**config.mk**
```make
export PLATFORM = sky130hd
export DESIGN_NAME = pipeline_hazard_ctrl
export DESIGN_NICKNAME = d
export VERILOG_FILES = /design/src/rtl/pipe_ctrl_pkg.sv /design/src/rtl/pipe_load_use_detect.sv /design/src/rtl/pipeline_hazard_ctrl.sv
export SDC_FILE = /design/constraint.sdc
export NUM_CORES = 1
export LEC_CHECK = 0
export BUFFER_PORTS_ARGS = -buffer_cell sky130_fd_sc_hd__buf_2
export CAP_MARGIN = 5
export CORE_MARGIN = 2
export CORE_UTILIZATION = 35
export DETAILED_ROUTE_END_ITERATION = 10
export PLACE_DENSITY = 0.91
export SYNTH_ARGS = -nofsm -noshare
export SYNTH_HDL_FRONTEND = slang
export SYNTH_HIERARCHICAL = 1
export SYNTH_SLANG_ARGS = --single-unit
```
**constraint.sdc**
```tcl
create_clock -name clk -period 1.98 [get_ports clk]
set_input_delay 0.396 -clock clk [delete_from_list [all_inputs] [get_ports clk]]
set_output_delay 0.396 -clock clk [all_outputs]
set_load 0.005 [all_outputs]
```
**src/rtl/pipe_ctrl_pkg.sv**
```systemverilog
// Shared encodings for the pipeline hazard controller: FSM states and PC-select codes.
package pipe_ctrl_pkg;

  typedef enum logic [1:0] {
    ST_RUN      = 2'd0,
    ST_MEM_WAIT = 2'd1,
    ST_INT_SEQ  = 2'd2
  } state_t;

  localparam logic [1:0] PC_SEL_SEQ = 2'd0;
  localparam logic [1:0] PC_SEL_BR  = 2'd1;
  localparam logic [1:0] PC_SEL_INT = 2'd2;

endpackage

```
**src/rtl/pipe_load_use_detect.sv**
```systemverilog
// Load-use hazard detector: flags when the ID instruction reads the register an EX load writes.
module pipe_load_use_detect #(
  parameter int REG_ADDR_W = 3
) (
  input  logic [REG_ADDR_W-1:0] id_rs1,
  input  logic [REG_ADDR_W-1:0] id_rs2,
  input  logic                  id_use_rs1,
  input  logic                  id_use_rs2,
  input  logic [REG_ADDR_W-1:0] ex_rd,
  input  logic                  ex_mem_read,
  output logic                  load_use
);

  assign load_use = ex_mem_read &&
                    ((id_use_rs1 && (id_rs1 == ex_rd)) ||
                     (id_use_rs2 && (id_rs2 == ex_rd)));

endmodule

```
**src/rtl/pipeline_hazard_ctrl.sv**
```systemverilog
// Pipeline hazard sequencer: FSM, interrupt-entry counter and per-buffer enable/flush decode.
// Optional statistics counters are built when PIPE_CTRL_STATS_EN is defined.
module pipeline_hazard_ctrl
  import pipe_ctrl_pkg::*;
#(
  parameter int REG_ADDR_W = 3,
  parameter int INT_CYCLES = 2,
  parameter int STAT_W     = 16
) (
  input  logic                  clk,
  input  logic                  rst_n,
  input  logic [REG_ADDR_W-1:0] id_rs1,
  input  logic [REG_ADDR_W-1:0] id_rs2,
  input  logic                  id_use_rs1,
  input  logic                  id_use_rs2,
  input  logic [REG_ADDR_W-1:0] ex_rd,
  input  logic                  ex_mem_read,
  input  logic                  ex_branch_taken,
  input  logic                  mem_busy,
  input  logic                  int_req,
  output logic                  pc_write_en,
  output logic [1:0]            pc_sel,
  output logic                  if_id_en,
  output logic                  if_id_flush,
  output logic                  id_ex_en,
  output logic                  id_ex_flush,
  output logic                  ex_mem_en,
  output logic                  int_push,
  output logic                  int_ack,
  output logic [STAT_W-1:0]     stall_cnt,
  output logic [STAT_W-1:0]     flush_cnt
);

  localparam int CNT_W = (INT_CYCLES > 1) ? $clog2(INT_CYCLES) : 1;
  localparam logic [CNT_W-1:0] INT_LOAD = CNT_W'(INT_CYCLES - 1);

  state_t           state, state_nxt;
  logic [CNT_W-1:0] int_cnt, int_cnt_nxt;
  logic             load_use;

  pipe_load_use_detect #(.REG_ADDR_W(REG_ADDR_W)) u_load_use (
    .id_rs1      (id_rs1),
    .id_rs2      (id_rs2),
    .id_use_rs1  (id_use_rs1),
    .id_use_rs2  (id_use_rs2),
    .ex_rd       (ex_rd),
    .ex_mem_read (ex_mem_read),
    .load_use    (load_use)
  );

  always_comb begin
    pc_write_en = 1'b1;
    pc_sel      = PC_SEL_SEQ;
    if_id_en    = 1'b1;
    if_id_flush = 1'b0;
    id_ex_en    = 1'b1;
    id_ex_flush = 1'b0;
    ex_mem_en   = 1'b1;
    int_push    = 1'b0;
    int_ack     = 1'b0;
    state_nxt   = state;
    int_cnt_nxt = int_cnt;
    if (!rst_n) begin
      pc_write_en = 1'b0;
      if_id_en    = 1'b0;
      id_ex_en    = 1'b0;
      ex_mem_en   = 1'b0;
      if_id_flush = 1'b1;
      id_ex_flush = 1'b1;
      state_nxt   = ST_RUN;
      int_cnt_nxt = '0;
    end else begin
      case (state)
        ST_RUN: begin
          // One event per cycle; lower-priority events stay pending on their inputs.
          if (mem_busy) begin
            pc_write_en = 1'b0;
            if_id_en    = 1'b0;
            id_ex_en    = 1'b0;
            ex_mem_en   = 1'b0;
            state_nxt   = ST_MEM_WAIT;
          end else if (ex_branch_taken) begin
            pc_sel      = PC_SEL_BR;
            if_id_flush = 1'b1;
            id_ex_flush = 1'b1;
          end else if (int_req) begin
            pc_write_en = 1'b0;
            if_id_flush = 1'b1;
            int_cnt_nxt = INT_LOAD;
            state_nxt   = ST_INT_SEQ;
          end else if (load_use) begin
            pc_write_en = 1'b0;
            if_id_en    = 1'b0;
            id_ex_flush = 1'b1;
          end
        end
        ST_MEM_WAIT: begin
          // Stay frozen through the cycle busy drops so memory data settles first.
          pc_write_en = 1'b0;
          if_id_en    = 1'b0;
          id_ex_en    = 1'b0;
          ex_mem_en   = 1'b0;
          if (!mem_busy) state_nxt = ST_RUN;
        end
        ST_INT_SEQ: begin
          if (mem_busy) begin
            pc_write_en = 1'b0;
            if_id_en    = 1'b0;
            id_ex_en    = 1'b0;
            ex_mem_en   = 1'b0;
          end else begin
            int_push    = 1'b1;
            if_id_flush = 1'b1;
            pc_write_en = 1'b0;
            if (int_cnt == '0) begin
              pc_sel      = PC_SEL_INT;
              pc_write_en = 1'b1;
              int_ack     = 1'b1;
              state_nxt   = ST_RUN;
            end else begin
              int_cnt_nxt = int_cnt - 1'b1;
            end
          end
        end
        default: state_nxt = ST_RUN;
      endcase
    end
  end

  always_ff @(posedge clk) begin
    if (!rst_n) begin
      state   <= ST_RUN;
      int_cnt <= '0;
    end else begin
      state   <= state_nxt;
      int_cnt <= int_cnt_nxt;
    end
  end

`ifdef PIPE_CTRL_STATS_EN
  function automatic logic [STAT_W-1:0] sat_inc(input logic [STAT_W-1:0] v);
    return (v == '1) ? v : v + 1'b1;
  endfunction

  logic [STAT_W-1:0] stall_q, flush_q;

  always_ff @(posedge clk) begin
    if (!rst_n) begin
      stall_q <= '0;
      flush_q <= '0;
    end else begin
      if (!pc_write_en) stall_q <= sat_inc(stall_q);
      if (if_id_flush || id_ex_flush) flush_q <= sat_inc(flush_q);
    end
  end

  assign stall_cnt = stall_q;
  assign flush_cnt = flush_q;
`else
  assign stall_cnt = '0;
  assign flush_cnt = '0;
`endif

endmodule
```
==> reports/results.tsv <==
metric	value	unit
netlist_area_before_placement	546.8	sq um
ys_dominant_reg_cell	dfxtp_1	
vias_per_cell	4.108	
port_buffers	26	
worst-path-max-fanout	2	
io-pin-count	59	
dr.pass1.iters	4	
max-vdd-ir-drop	0.2516	mV
cts_resized	0	
cp-end-kind	output pin	
syn_to_final_growth	10.98	%
drive_gt1_share	31.73	%
postCtsSetupBuffers	0	
synthArstFlopShare	0	%
grt_start_max_net_pins	12	
share_comb_of_total_power	32.9	%
tritoncts	done	
final_min_period	1891	ps
status	finished, final reports clean	
syn-mean-instance-area	7.194	sq um
grt_remaining_overflow	0	
finClkSkew	1.150	ps
antenna_cells_inserted	0	
share_of_synthesized_area_occupied_by_flip_flops_and_latches	10.98	%
drc	0	
hold_path_class	primary input to register	
finalSetupViolations	0	
setup-tns-final	0	ps
number_of_buffers_created_by_cts	3	
ant_nets	0	
antenna_violations_before_repair	0	
ys_seq_elements	3	
start_util	36.72	%
post_route_total_power	0.2616	mW
power_frac_clock	40.7	%
fp.dieArea	0.001894	sq mm
dp_slack	71.69	ps
total_leakage_power	0.3468	nW
hpwl	921.7	um
layout.cells.most_common	conb_1	
cellPowerDensity	431.1	mW/mm^2
fin_crit_sh	95.53	%
sum_of_routed_wire_length_over_all_layers	1.061	mm
final_critical_path_setup_slack	88.57	ps
synthesis.yosys.warnings	6	
die_width	43.53	um
die_height	43.53	um
clock_tree.buffer_depth	2	
finalHoldViolations	0	
post_synth_inst_count	76	
root_buffer	clkbuf_4	
number_of_global_route_vias_before_repair	438	
routedWlPerCell	8.842	um
final_max_slew_viol_count	0	
gp_congestion	0.7794	
path_clk_slew	40	ps
power.net_switching	0.08500	mW
yosysUniqueCellTypes	21	
grt_util_all_layers	11.70	%
num-nets-final	122	
number_of_enable_type_register_cells_in_the_synthesized_netlist	0	
fp.coreArea	0.001489	sq mm
clock_latency	230	ps
internal_power	0.1766	mW
p_seq_share	26.4	%
timing.setup.critical_path_class	primary input to output pin	
drv.max_cap_violation_count	0	
detail_route.iter0.violations	5	
grt_first_pass_wirelength	1.683	mm
crit_required	1580	ps
critPathArrivalTime	1500	ps
cts_num_sinks	3	
floorplan.rows	14	
power_switching_share	32.49	%
hold_ws	444.0	ps
h-tree-depth	1	
dr_total_vias	493	
grt_setup_unrepaired	false	
holdBufCountCts	0	
maxClockFrequency	528.7	MHz
layout_common_cells	conb_1 (32), buf_2 (26), nor2_1 (5), xnor2_1 (5)	
setup.worst_path.start_class	primary input	
[cell families (layout without fill, tap and decap cells)]
logic type	after synthesis	after routing	synth area share (%)
flip-flops	3	3	10.98
other	1	32	0.6858
buffers and inverters	37	34	48.05
AND/OR/NAND/NOR	16	16	14.65
AO/OA/AOI/OAI	13	13	16.02
XOR/XNOR	6	6	9.611
[synth_stat cells (all sizes together) (2+ instances only)]
library cell	count	area share, %
nand2	2	1.4
o21ai	3	2.7
nor2	5	3.4
inv	3	2.1
xnor2	6	9.6
buf	33	45
nor3	3	2.7
nand4	2	2.3
a21oi	3	2.7
nor2b	2	2.3
dfxtp	3	11
a211oi	3	5.0
[power by group through the flow]
stage                     clock network, mW  registers (mW)  logic (mW)
final                                 0.106          0.0692      0.0861
after global routing                  0.123          0.0695      0.0984
after CTS                             0.111          0.0690      0.0824
after detailed placement                  0          0.0697      0.0822
after global placement                    0          0.0695      0.0795
after floorplan                           0          0.0673      0.0944
[area by class of cell]
cell class / instances / area [sq um]
inverter: 3 / 11.26
sequential: 3 / 60.06
clock buffer: 4 / 26.28
tap: 16 / 20.02
multi-input combinational: 67 / 351.6
timing repair buffer: 27 / 137.6
fill: 168 / 882.1
[sequential cells by signal, summed over array words and instances, names as in the netlist]
register	count
state	2
int_cnt	1
[final timing paths]
check / to / slack, ps / cells after the start / start
worst min-delay path: state[0]$_SDFFE_PN0P_ / 440 / 3 / rst_n
worst min register to register: state[0]$_SDFFE_PN0P_ / 560 / 1 / state[1]$_SDFFE_PN0P_
worst max-delay path: pc_write_en / 90 / 9 / ex_rd[2]
worst max register to register: state[1]$_SDFFE_PN0P_ / 730 / 2 / state[1]$_SDFFE_PN0P_
[critical path, cell delays in order]
cell	delay (ps)
buf_2	120
xnor2_1	160
nand4_1	140
a21boi_2	170
buf_4	130
nor2_1	30
o21ai_0	130
a21oi_1	80
buf_2	130
[metrics by stage]
| stage | instances | cell area [sq um] | util (%) |
|---|---|---|---|
| after CTS | 120 | 595.6 | 40.00 |
| after detailed placement | 116 | 569.3 | 38.24 |
| after floorplan | 107 | 663.1 | - |
| final | 120 | 606.8 | 40.76 |
| after global placement | 116 | 569.3 | 38.24 |
| after global routing | 120 | 606.8 | 40.76 |
[per-layer routing]
layer	GRT usage [%]	part of all wire, %	vias to the layer above
met4	6.061	0	0
met2	18.81	51	29
met1	13.38	41	219
met3	4.583	7.9	0
met5	0	0	-
li1	-	-	245
No activity file was read; power rests on OpenSTA's default activity.
